File: config.mk
export PLATFORM = sky130hd
export DESIGN_NAME = alu_arbiter
export DESIGN_NICKNAME = d
export VERILOG_FILES = /design/src/rtl/alu_pkg.sv /design/src/rtl/alu.sv /design/src/rtl/alu_arbiter.sv
export SDC_FILE = /design/constraint.sdc
export NUM_CORES = 1
export LEC_CHECK = 0
export BUFFER_PORTS_ARGS = -buffer_cell sky130_fd_sc_hd__buf_2
export CORE_ASPECT_RATIO = 1.4
export CORE_MARGIN = 2
export CORE_UTILIZATION = 45
export CTS_CLUSTER_SIZE = 30
export DETAILED_ROUTE_END_ITERATION = 10
export PLACE_DENSITY = 0.68
export SLEW_MARGIN = 15
export SYNTH_ARGS = -nofsm -noshare
export SYNTH_HDL_FRONTEND = slang
export SYNTH_SLANG_ARGS = --single-unit
File: constraint.sdc
create_clock -name clk -period 3.95 [get_ports clk]
set_clock_uncertainty 0.05 [all_clocks]
set_input_delay 0.79 -clock clk [delete_from_list [all_inputs] [get_ports clk]]
set_output_delay 0.79 -clock clk [all_outputs]
set_load 0.01 [all_outputs]
File: src/rtl/alu_pkg.sv
// alu_pkg: shared definitions for the ALU, its operation decode and the
// two-requester ALU arbiter.
//   - OP_* localparams : 4-bit ALU operation codes
//   - state_t          : arbiter FSM state encoding
//   - op_supported()   : true for the operation codes the ALU implements
package alu_pkg;

    localparam logic [3:0] OP_AND = 4'b0000;
    localparam logic [3:0] OP_OR  = 4'b0001;
    localparam logic [3:0] OP_ADD = 4'b0010;
    localparam logic [3:0] OP_SUB = 4'b0110;
    localparam logic [3:0] OP_SLT = 4'b0111;
    localparam logic [3:0] OP_NOR = 4'b1100;

    typedef enum logic [1:0] {
        S_IDLE = 2'd0,
        S_EXEC = 2'd1,
        S_RESP = 2'd2
    } state_t;

    function automatic logic op_supported(input logic [3:0] op);
        logic ok;
        case (op)
            OP_AND, OP_OR, OP_ADD, OP_SUB, OP_SLT, OP_NOR: ok = 1'b1;
            default:                                       ok = 1'b0;
        endcase
        return ok;
    endfunction

endpackage

File: src/rtl/alu.sv
// alu: purely combinational ALU.
//   in1, in2   in  WIDTH  operands
//   operation  in  4      operation code (alu_pkg OP_*)
//   out        out WIDTH  result; 0 for unrecognised codes
//   zero       out 1      result equals zero
// ADD/SUB wrap modulo 2^WIDTH; SLT is a signed compare yielding 1 or 0.
module alu
    import alu_pkg::*;
#(
    parameter int WIDTH = 32
) (
    input  logic [WIDTH-1:0] in1,
    input  logic [WIDTH-1:0] in2,
    input  logic [3:0]       operation,
    output logic [WIDTH-1:0] out,
    output logic             zero
);

    always_comb begin
        out = '0;
        case (operation)
            OP_AND: out = in1 & in2;
            OP_OR:  out = in1 | in2;
            OP_ADD: out = in1 + in2;
            OP_SUB: out = in1 - in2;
            OP_SLT: out = {{(WIDTH-1){1'b0}}, ($signed(in1) < $signed(in2))};
            OP_NOR: out = ~(in1 | in2);
            default: out = '0;
        endcase
    end

    assign zero = (out == '0);

endmodule

File: src/rtl/alu_arbiter.sv
// alu_arbiter: shares one ALU between two requesters.
//   clk, rst                  clock, synchronous active-high reset
//   reqN_valid / reqN_ready   request handshake of requester N (N=0,1)
//   reqN_in1, reqN_in2        operands (WIDTH)
//   reqN_op                   operation code (4)
//   rspN_valid / rspN_ready   response handshake of requester N
//   rspN_out, rspN_zero       result and its zero flag
//   rspN_err                  operation code was unsupported
//   fsm_state                 current FSM state (debug)
//
// Handshakes: a transfer happens on a rising clk edge where valid and ready
// are both 1. Requesters hold valid and payload stable until accepted; a
// response stays valid with stable data until the requester takes it.
// ready without a matching valid has no effect.
//
// Flow: IDLE (accept) -> EXEC (ALU, result registered) -> RESP (hold until
// taken) -> IDLE. Accept in cycle T gives rspN_valid in T+2.
module alu_arbiter
    import alu_pkg::*;
#(
    parameter int WIDTH      = 32,
    parameter int FIRST_PRIO = 0
) (
    input  logic             clk,
    input  logic             rst,

    input  logic             req0_valid,
    output logic             req0_ready,
    input  logic [WIDTH-1:0] req0_in1,
    input  logic [WIDTH-1:0] req0_in2,
    input  logic [3:0]       req0_op,
    output logic             rsp0_valid,
    input  logic             rsp0_ready,
    output logic [WIDTH-1:0] rsp0_out,
    output logic             rsp0_zero,
    output logic             rsp0_err,

    input  logic             req1_valid,
    output logic             req1_ready,
    input  logic [WIDTH-1:0] req1_in1,
    input  logic [WIDTH-1:0] req1_in2,
    input  logic [3:0]       req1_op,
    output logic             rsp1_valid,
    input  logic             rsp1_ready,
    output logic [WIDTH-1:0] rsp1_out,
    output logic             rsp1_zero,
    output logic             rsp1_err,

    output state_t           fsm_state
);

    state_t           state;
    logic             last_grant;   // requester that completed most recently
    logic             grant_q;      // requester owning the in-flight operation
    logic [WIDTH-1:0] in1_q;
    logic [WIDTH-1:0] in2_q;
    logic [3:0]       op_q;
    logic [WIDTH-1:0] res_q;
    logic             zero_q;
    logic             err_q;
    logic             rsp_valid_q;

    logic             win;
    logic             any_valid;
    logic             rsp_take;
    logic [WIDTH-1:0] alu_out;
    logic             alu_zero;

    alu #(.WIDTH(WIDTH)) u_alu (
        .in1       (in1_q),
        .in2       (in2_q),
        .operation (op_q),
        .out       (alu_out),
        .zero      (alu_zero)
    );

    // Round-robin on contention: the requester not granted last wins.
    always_comb begin
        win = 1'b0;
        if (req0_valid && req1_valid) begin
            win = ~last_grant;
        end else if (req1_valid) begin
            win = 1'b1;
        end
    end

    assign any_valid  = req0_valid | req1_valid;
    assign req0_ready = (state == S_IDLE) && req0_valid && !win;
    assign req1_ready = (state == S_IDLE) && req1_valid && win;
    assign rsp_take   = rsp_valid_q && (grant_q ? rsp1_ready : rsp0_ready);

    always_ff @(posedge clk) begin
        if (rst) begin
            state       <= S_IDLE;
            last_grant  <= (FIRST_PRIO == 0);
            grant_q     <= 1'b0;
            in1_q       <= '0;
            in2_q       <= '0;
            op_q        <= '0;
            res_q       <= '0;
            zero_q      <= 1'b0;
            err_q       <= 1'b0;
            rsp_valid_q <= 1'b0;
        end else begin
            case (state)
                S_IDLE: begin
                    if (any_valid) begin
                        grant_q <= win;
                        in1_q   <= win ? req1_in1 : req0_in1;
                        in2_q   <= win ? req1_in2 : req0_in2;
                        op_q    <= win ? req1_op  : req0_op;
                        state   <= S_EXEC;
                    end
                end
                S_EXEC: begin
                    // Unsupported codes report a zero result with err set,
                    // independent of whatever the ALU produces.
                    if (op_supported(op_q)) begin
                        res_q  <= alu_out;
                        zero_q <= alu_zero;
                        err_q  <= 1'b0;
                    end else begin
                        res_q  <= '0;
                        zero_q <= 1'b1;
                        err_q  <= 1'b1;
                    end
                    rsp_valid_q <= 1'b1;
                    state       <= S_RESP;
                end
                S_RESP: begin
                    if (rsp_take) begin
                        rsp_valid_q <= 1'b0;
                        res_q       <= '0;
                        zero_q      <= 1'b0;
                        err_q       <= 1'b0;
                        last_grant  <= grant_q;
                        state       <= S_IDLE;
                    end
                end
                default: state <= S_IDLE;
            endcase
        end
    end

    // Response registers are steered to the owner; the other side reads 0.
    assign rsp0_valid = rsp_valid_q && !grant_q;
    assign rsp1_valid = rsp_valid_q && grant_q;
    assign rsp0_out   = rsp0_valid ? res_q : '0;
    assign rsp1_out   = rsp1_valid ? res_q : '0;
    assign rsp0_zero  = rsp0_valid && zero_q;
    assign rsp1_zero  = rsp1_valid && zero_q;
    assign rsp0_err   = rsp0_valid && err_q;
    assign rsp1_err   = rsp1_valid && err_q;
    assign fsm_state  = state;

endmodule
==> results of run 1 <==
==> power groups by stage <==
stage               logic [uW]  registers (uW)  clock network [uW]
floorplan                 1720            1320                   0
global placement          2520            1360                   0
detailed placement        2520            1370                   0
CTS                       2540            1340                 929
global route              2900            1370                 963
finish                    2670            1350                 917
==> flip-flops by register name, summed over array words and instances, names as in the netlist, 2 cells and up <==
signal and flops:
fsm_state 2, in1_q 32, in2_q 32, op_q 4, res_q 32
==> metrics by stage <==
step / power (uW) / hold WS (ns)
after floorplan: 3040 / 0.380
after global placement: 3880 / 0.402
after detailed placement: 3890 / 0.407
after CTS: 4820 / 0.418
after global routing: 5230 / 0.447
final: 4930 / 0.414
==> cell type report <==
cell class                 count  area (um^2)
fill                        2263        10400
sequential                   107         2150
multi-input combinational   1091         7760
tap                          306          383
clock buffer                  10          239
clock inverter                 6         53.8
timing repair buffer         304         1780
inverter                      96          360
==> cells in the final DEF, fill, tap and decap left out, types with 38 or more instances in the layout <==
master                     count
sky130_fd_sc_hd__buf_2       214
sky130_fd_sc_hd__o21ai_0      45
sky130_fd_sc_hd__nand2_1      63
sky130_fd_sc_hd__nand3_1      38
sky130_fd_sc_hd__inv_1        90
sky130_fd_sc_hd__nor2_1      163
sky130_fd_sc_hd__and2_1       41
sky130_fd_sc_hd__buf_4        87
sky130_fd_sc_hd__and3_1       39
sky130_fd_sc_hd__a211oi_1     88
sky130_fd_sc_hd__ha_1        102
sky130_fd_sc_hd__mux2i_1      71
sky130_fd_sc_hd__dfxtp_1     104
sky130_fd_sc_hd__a21oi_1      98
==> logic make-up (layout without fill, tap and decap cells) <==
group	count (synthesis)	in the layout
flops	107	107
buf+inv	206	416
xor+xnor	9	9
fa+ha+maj	110	110
compound gates	457	457
mux	74	74
simple gates	441	441
==> critical path: cells and delay by family (launching register included) <==
family                     cells  cell delay, ns
AOI/OAI and AO/OA              7            1.80
and+or+nand+nor                3            1.00
adders and majority gates      1            0.39
DFF                            1            0.36
buffers and inverters          2            0.17
==> worst min-delay path by stage <==
stage	endpoint	start	slack, ns
3_3_place_gp	res_q[30]	res_q[30]	0.40
5_1_grt	err_q	err_q	0.45
3_5_place_dp	err_q	err_q	0.41
6_report	err_q	err_q	0.41
2_1_floorplan	last_grant	last_grant	0.38
4_1_cts	err_q	err_q	0.42
==> timing repair <==
action                                  in CTS  in global routing
endpoints found under the hold margin        0                  0
gates resized for setup                      4                 30
setup buffers                                1                  3
pin swaps                                    1                 11
endpoints found under the setup margin       1                  1
==> routing by layer <==
layer  vias up  routed length, um
met4         0               1140
li1       5558                  -
met5         -                  0
met2       508              15900
met3        87               2430
met1      5209              16700
==> run summary, run 1 <==
hold_buf cts: 0
post-route minimum period: 3.84 ns
most used standard cells in the synthesized netlist: sky130_fd_sc_hd__nor2_1 (164), sky130_fd_sc_hd__ha_1 (108), sky130_fd_sc_hd__dfxtp_1 (107)
internal reg-to-reg setup slack: 0.11 ns
area inside the core boundary: 23,100 um^2
Critical Path Sink Type: flop
count of placed standard cells in the final layout, fillers left out: 1,920
main combinational cell family by area after synthesis: compound AO/OA/AOI/OAI gates
worst reg2reg path startpoint: in2_q[4]
maximum level of the CTS H-tree: 3
total grt overflow: 0
number of clock buffers inserted by TritonCTS: 9
top area cells in the synthesized netlist: sky130_fd_sc_hd__dfxtp_1 (20%), sky130_fd_sc_hd__ha_1 (13%), sky130_fd_sc_hd__mux2i_1 (6.7%)
Die Span X: 133 um
detailed-route DRC error count: 0
Post-Synth XOR/XNOR Area: 0.746%
drt first pass iters: 7
die area: 24,700 um^2
routability cong.: 1.02
fraction of power consumed by the clock network: 18.6%
Critical path origin: in2_q[4]
most used routing layer: met2
net count of the mapped netlist: 1,656
Site Rows: 66
average wire per standard cell: 18.8 um
number of nets still failing antenna checks after routing: 0
classification of the worst setup path: reg2reg
number of DRC markers after the initial detailed-route iteration: 918
post-DR vias/cell: 5.92
area of the mapped netlist: 10,600 um^2
pre-CTS WS: -0.0763 ns
Slew HR: 50.9%
Peak VDD IR: 0.261 mV
Clock Root Buffer: sky130_fd_sc_hd__clkbuf_16
TritonCTS clock tree: built
number of synthesized register bits: 107
portion of synthesized cell area occupied by the leading cell type: 20.3%
GRT met1 Usage: 39.7%
number of synthesis warnings: 0
buffer depth of the longest clock path: 2
GR Layer Usage met3: 3.59%
static leakage: 0.00567 uW
Required @ worst endpoint: 4.21 ns
Final setup viols: 0
Reg2Reg Depth: 13
clock latency of the later-clocked register in the worst-skew pair: 0.38 ns
transition time at the pin with the least slew margin: 0.734 ns
Final period util: 97.1%
Critical Path AT: 4.10 ns
number of maximum-capacitance violations: 0
initial core utilization: 45.7%
proportion of synthesized flip-flops having asynchronous set or reset: 0%
number of enable flip-flop cells after synthesis: 0
Syn-to-layout area delta: 20.5%
Port Buffers: 215
antenna diode instance count: 0
# nets final: 1,861
end of the worst register-to-register path: zero_q
number of global-route vias before repair: 10,333
Die Y: 185 um
largest stage delay on the critical path: 0.54 ns
proportion of synthesized area in mux cells: 7.05%
critical path's most frequent cell: sky130_fd_sc_hd__inv_1
share of the synthesized area in compound gates (AO/OA/AOI/OAI): 30.4%
Top Ports: 216
HPWL after detailed placement: 28.6 mm
worst setup path end: zero_q
switching portion of total power: 45.1%
met2 Usage GRT: 45.2%
Final Util: 55.0%
NetSw: 2230 uW
Final Routed Wirelength: 36.1 mm
Clk pin slew, worst setup/hold paths: 0.08 ns
number of stages on the worst hold path: 2
Synth Instances: 1,404
Avg Cell Area, Syn: 7.52 um^2
final cell area excluding filler cells: 12,700 um^2
total number of vias: 11,362
pin count of the biggest net entering global routing: 85
Fin Setup TNS: 0 ns
leading area contributor after synthesis: sky130_fd_sc_hd__dfxtp_1
antenna violations before repair: 0
Hold Vio Cnt, Final: 0
placed instance area: 12,300 um^2
number of instances in the placed design: 1,900
cell with the largest stage delay on the worst path: sky130_fd_sc_hd__or4_4
most used flip-flop cell after synthesis: sky130_fd_sc_hd__dfxtp_1
global-route wire length before repair: 56.0 mm
Pins Over Slew Limit: 0
Distinct cells, synth: 85
maximum clock frequency: 261 MHz
Internal: 2710 uW
final worst setup slack: 0.113 ns
startpoint class of the critical path: flop
Global Route Usage Sum: 28.5%
logic gate share of total power: 54.1%
hold crit path type: reg2reg
Synth Area in Simple Gates: 20.5%
share of final-layout standard cells stronger than drive strength 1: 23.7%
adder and majority gate portion of the synthesized area: 13.2%
result of the run: complete, no violations
Max Fanout on Critical Path: 6
sequential share of power: 27.3%
crit-path cells: inv_1, ha_2, inv_1, a311o_1, o211a_1, o31ai_2, nand3_2, o221a_4, a221oi_2, a21oi_1, or4_4, nor4_4, a41o_1
Seq/Total Area, Yosys: 20.3%
clk sinks: 107
power per cell area: 388 nW/um^2
dominant cell by count in the synthesized netlist: sky130_fd_sc_hd__nor2_1
(Power assumes the default switching activity.)
==> run 2: changes to the inputs <==
--- a/config.mk
+++ b/config.mk
@@ -5,13 +5,14 @@
 export SDC_FILE = /design/constraint.sdc
 export NUM_CORES = 1
 export LEC_CHECK = 0
+export ABC_AREA = 1
 export BUFFER_PORTS_ARGS = -buffer_cell sky130_fd_sc_hd__buf_2
 export CORE_ASPECT_RATIO = 1.4
 export CORE_MARGIN = 2
 export CORE_UTILIZATION = 45
 export CTS_CLUSTER_SIZE = 30
 export DETAILED_ROUTE_END_ITERATION = 10
-export PLACE_DENSITY = 0.68
+export PLACE_DENSITY = 0.67
 export SLEW_MARGIN = 15
 export SYNTH_ARGS = -nofsm -noshare
 export SYNTH_HDL_FRONTEND = slang
==> run 2 against run 1 <==
Net effect:
- die area grew 9.8%
- clock-buffer cell count down 1
- combinational power fell by 3%
- sequential power barely moved
- flip-flop and latch count is the same
- first-iteration DRC count is 0.11% lower
- cell count rose by 34%
- core utilization down 3.4 points
- routed wire length increased by 15%
- sequential share of layout area shrank 0.52 points
- non-clock buffer count is 75 lower
==> run summary, run 2 <==
area of the mapped netlist: 11,600 um^2 (+10%)
top area cells in the synthesized netlist: sky130_fd_sc_hd__nand2_1 (22%), sky130_fd_sc_hd__dfxtp_1 (18%), sky130_fd_sc_hd__inv_1 (12%)
clk sinks: 107 (unchanged)
Syn-to-layout area delta: 12.7%
Required @ worst endpoint: 4.22 ns (about the same)
number of maximum-capacitance violations: 0 (unchanged)
Clk pin slew, worst setup/hold paths: 0.09 ns (about the same)
Slew HR: 25.8% (-25 points)
TritonCTS clock tree: built
RSZ-0062 raised after global routing: false
startpoint class of the critical path: flop
power per cell area: 378 nW/um^2 (-2.6%)
Critical Path Sink Type: flop
worst reg2reg path startpoint: in1_q[15]
initial core utilization: 45.8% (+0.14 points)
# nets final: 2,508 (+35%)
total grt overflow: 0 (unchanged)
Max Fanout on Critical Path: 9 (+3)
Post-CTS Setup Bufs: 0 (-1)
leading area contributor after synthesis: sky130_fd_sc_hd__nand2_1
Fin Setup TNS: 0 ns (unchanged)
transition time at the pin with the least slew margin: 1.11 ns (+0.380 ns)
number of enable flip-flop cells after synthesis: 0 (unchanged)
Clock Root Buffer: sky130_fd_sc_hd__clkbuf_16
Worst Hold End: res_q[13]
number of clock buffers inserted by TritonCTS: 9 (unchanged)
antenna violations before repair: 0 (unchanged)
net count of the mapped netlist: 2,358 (+42%)
portion of synthesized cell area occupied by the leading cell type: 22.0% (+1.8 points)
Distinct cells, synth: 36 (-58%)
die area: 27,200 um^2 (+9.8%)
Reg2Reg Depth: 18 (+5)
number of DRC markers after the initial detailed-route iteration: 917 (-0.11%)
most common cell after layout, fill and taps aside: sky130_fd_sc_hd__nand2_1
pin count of the biggest net entering global routing: 138 (+62%)
commonest cells after routing, fill and taps aside: sky130_fd_sc_hd__nand2_1 (682), sky130_fd_sc_hd__inv_1 (360), sky130_fd_sc_hd__nor2_1 (256)
most used standard cells in the synthesized netlist: sky130_fd_sc_hd__nand2_1 (683), sky130_fd_sc_hd__inv_1 (361), sky130_fd_sc_hd__nor2_1 (257)
post-route minimum period: 3.32 ns (-0.516 ns)
Pins Over Slew Limit: 0 (unchanged)
number of stages on the worst hold path: 2 (unchanged)
Avg Cell Area, Syn: 5.52 um^2 (-27%)
area inside the core boundary: 25,400 um^2 (+9.8%)
Port Buffers: 215 (unchanged)
Top Ports: 216 (unchanged)
Hold Vio Cnt, Final: 0 (unchanged)
dominant cell by count in the synthesized netlist: sky130_fd_sc_hd__nand2_1
Seq/Total Area, Yosys: 18.4% (-1.9 points)
total number of vias: 13,371 (+18%)
fill count: 2,842 (+26%)
hold_buf cts: 0 (unchanged)
detailed-route DRC error count: 0 (unchanged)
result of the run: complete, no violations
Final setup viols: 0 (unchanged)
average wire per standard cell: 16.1 um (-14%)
routability cong.: 1.03 (+1.5%)
classification of the worst setup path: reg2reg
proportion of synthesized flip-flops having asynchronous set or reset: 0% (unchanged)
maximum level of the CTS H-tree: 3 (unchanged)
Die Span X: 140 um (+4.8%)
global-route wire length before repair: 65.5 mm (+17%)
post-DR vias/cell: 5.18 (-12%)
Critical path origin: in1_q[15]
share of final-layout standard cells stronger than drive strength 1: 11.9% (-12 points)
clock latency of the later-clocked register in the worst-skew pair: 0.38 ns (about the same)
Die Y: 194 um (+4.8%)
final cell area excluding filler cells: 13,100 um^2 (+3.0%)
number of synthesized register bits: 107 (unchanged)
Global Route Usage Sum: 30.4% (+1.9 points)
Final Routed Wirelength: 41.6 mm (+15%)
Site Rows: 69 (+4.5%)
Final period util: 84.1% (-13 points)
static leakage: 0.00706 uW (+25%)
Critical Path AT: 3.59 ns (-0.51 ns)
HPWL after detailed placement: 34.2 mm (+20%)
placed instance area: 12,800 um^2 (+4.2%)
drt first pass iters: 6 (-1)
end of the worst register-to-register path: zero_q
hold crit path type: reg2reg
number of synthesis warnings: 0 (unchanged)
largest registers: in1_q x32, in2_q x32, res_q x32
Final Util: 51.6% (-3.4 points)
antenna diode instance count: 0 (unchanged)
worst hold slack: 0.418 ns (+0.00412 ns)
worst min-delay path startpoint: res_q[13]
Peak VDD IR: 0.234 mV (-10%)
number of global-route vias before repair: 12,541 (+21%)
most used flip-flop cell after synthesis: sky130_fd_sc_hd__dfxtp_1
Synth Instances: 2,106 (+50%)
buffer depth of the longest clock path: 2 (unchanged)
internal reg-to-reg setup slack: 0.63 ns (+0.52 ns)
number of nets still failing antenna checks after routing: 0 (unchanged)
number of gates resized after cts: 0 (-4)
maximum clock frequency: 301 MHz (+16%)
-- run 2: changes by cell type in the layout (fill, tap and decap cells not counted), sizes merged, moves of 37 or more --
| cell | before | now |
|---|---|---|
| nand2 | 63 | 688 |
| inv | 99 | 367 |
| nor2 | 164 | 267 |
| nand3 | 39 | 137 |
| a211oi | 88 | 3 |
| buf | 304 | 229 |
| mux2i | 71 | 0 |
| o21ai | 47 | 107 |
| a31oi | 17 | 69 |
| and2 | 43 | 5 |
| and3 | 39 | 2 |
-- run 2: worst max path at each step --
stage | depth (start not counted) | to | slack, ns
2_1_floorplan | 5 | req0_ready | 1.60
3_3_place_gp | 20 | zero_q | 0.80
3_5_place_dp | 18 | zero_q | 0.81
4_1_cts | 18 | zero_q | 0.78
5_1_grt | 20 | zero_q | 0.44
6_report | 18 | zero_q | 0.63
-- run 2: critical path, cell delays in order (launching register included) --
cell                      delay (ns)
sky130_fd_sc_hd__dfxtp_1        0.41
sky130_fd_sc_hd__inv_1          0.08
sky130_fd_sc_hd__ha_1           0.53
sky130_fd_sc_hd__nand2_1        0.19
sky130_fd_sc_hd__nor2_2         0.19
sky130_fd_sc_hd__inv_1          0.06
sky130_fd_sc_hd__nor2_1         0.37
sky130_fd_sc_hd__nand4_1        0.32
sky130_fd_sc_hd__nand3_1        0.15
sky130_fd_sc_hd__nand2_1        0.06
sky130_fd_sc_hd__nand3_1        0.09
sky130_fd_sc_hd__nand2_1        0.13
sky130_fd_sc_hd__nor2_1         0.12
sky130_fd_sc_hd__nand2_1        0.06
sky130_fd_sc_hd__nor2_1         0.08
sky130_fd_sc_hd__nand3_1        0.11
sky130_fd_sc_hd__nor2_1         0.12
sky130_fd_sc_hd__nor2_1         0.05
sky130_fd_sc_hd__nor2_1         0.08
-- run 2: power breakdown --
group          switching (uW)  leakage [uW]  internal [uW]  total [uW]
Combinational            1800       0.00601            778        2580
Clock                     529      0.000160            518        1050
Sequential                127      0.000881           1200        1320
-- run 2: metrics by stage --
step | setup slack, ns | power [uW] | instances
5_1_grt | 0.443 | 5350 | 2580
6_report | 0.630 | 4950 | 2580
3_5_place_dp | 0.814 | 3870 | 2564
3_3_place_gp | 0.799 | 3850 | 2564
2_1_floorplan | 1.60 | 3130 | 2106
4_1_cts | 0.780 | 4920 | 2580
-- run 2: final cells by class --
class | count | area [um^2] | share of cell area, %
well taps | 319 | 399 | 3.05
repair buffers | 229 | 1180 | 9.02
inverters | 364 | 1370 | 10.4
clock inverters | 7 | 103 | 0.783
multi-input cells | 1545 | 7680 | 58.6
flip-flops and latches | 107 | 2140 | 16.3
clock buffers | 9 | 225 | 1.72
-- run 2: logic make-up after synthesis --
group           synth area share (%)
flops                           18.4
xor+xnor                      0.0753
buf+inv                         15.5
compound gates                  14.9
fa+ha+maj                       12.0
simple gates                    39.1
-- run 2: metal layers --
metal	part of all wire [%]	GRT usage, %	vias to the layer above	routed length (um)
met4	4.3	13.1	0	1810
met1	46	40.8	5953	19200
met2	44	49.5	470	18400
li1	-	-	6876	-
met3	5.3	3.19	72	2200
met5	0	0	-	0
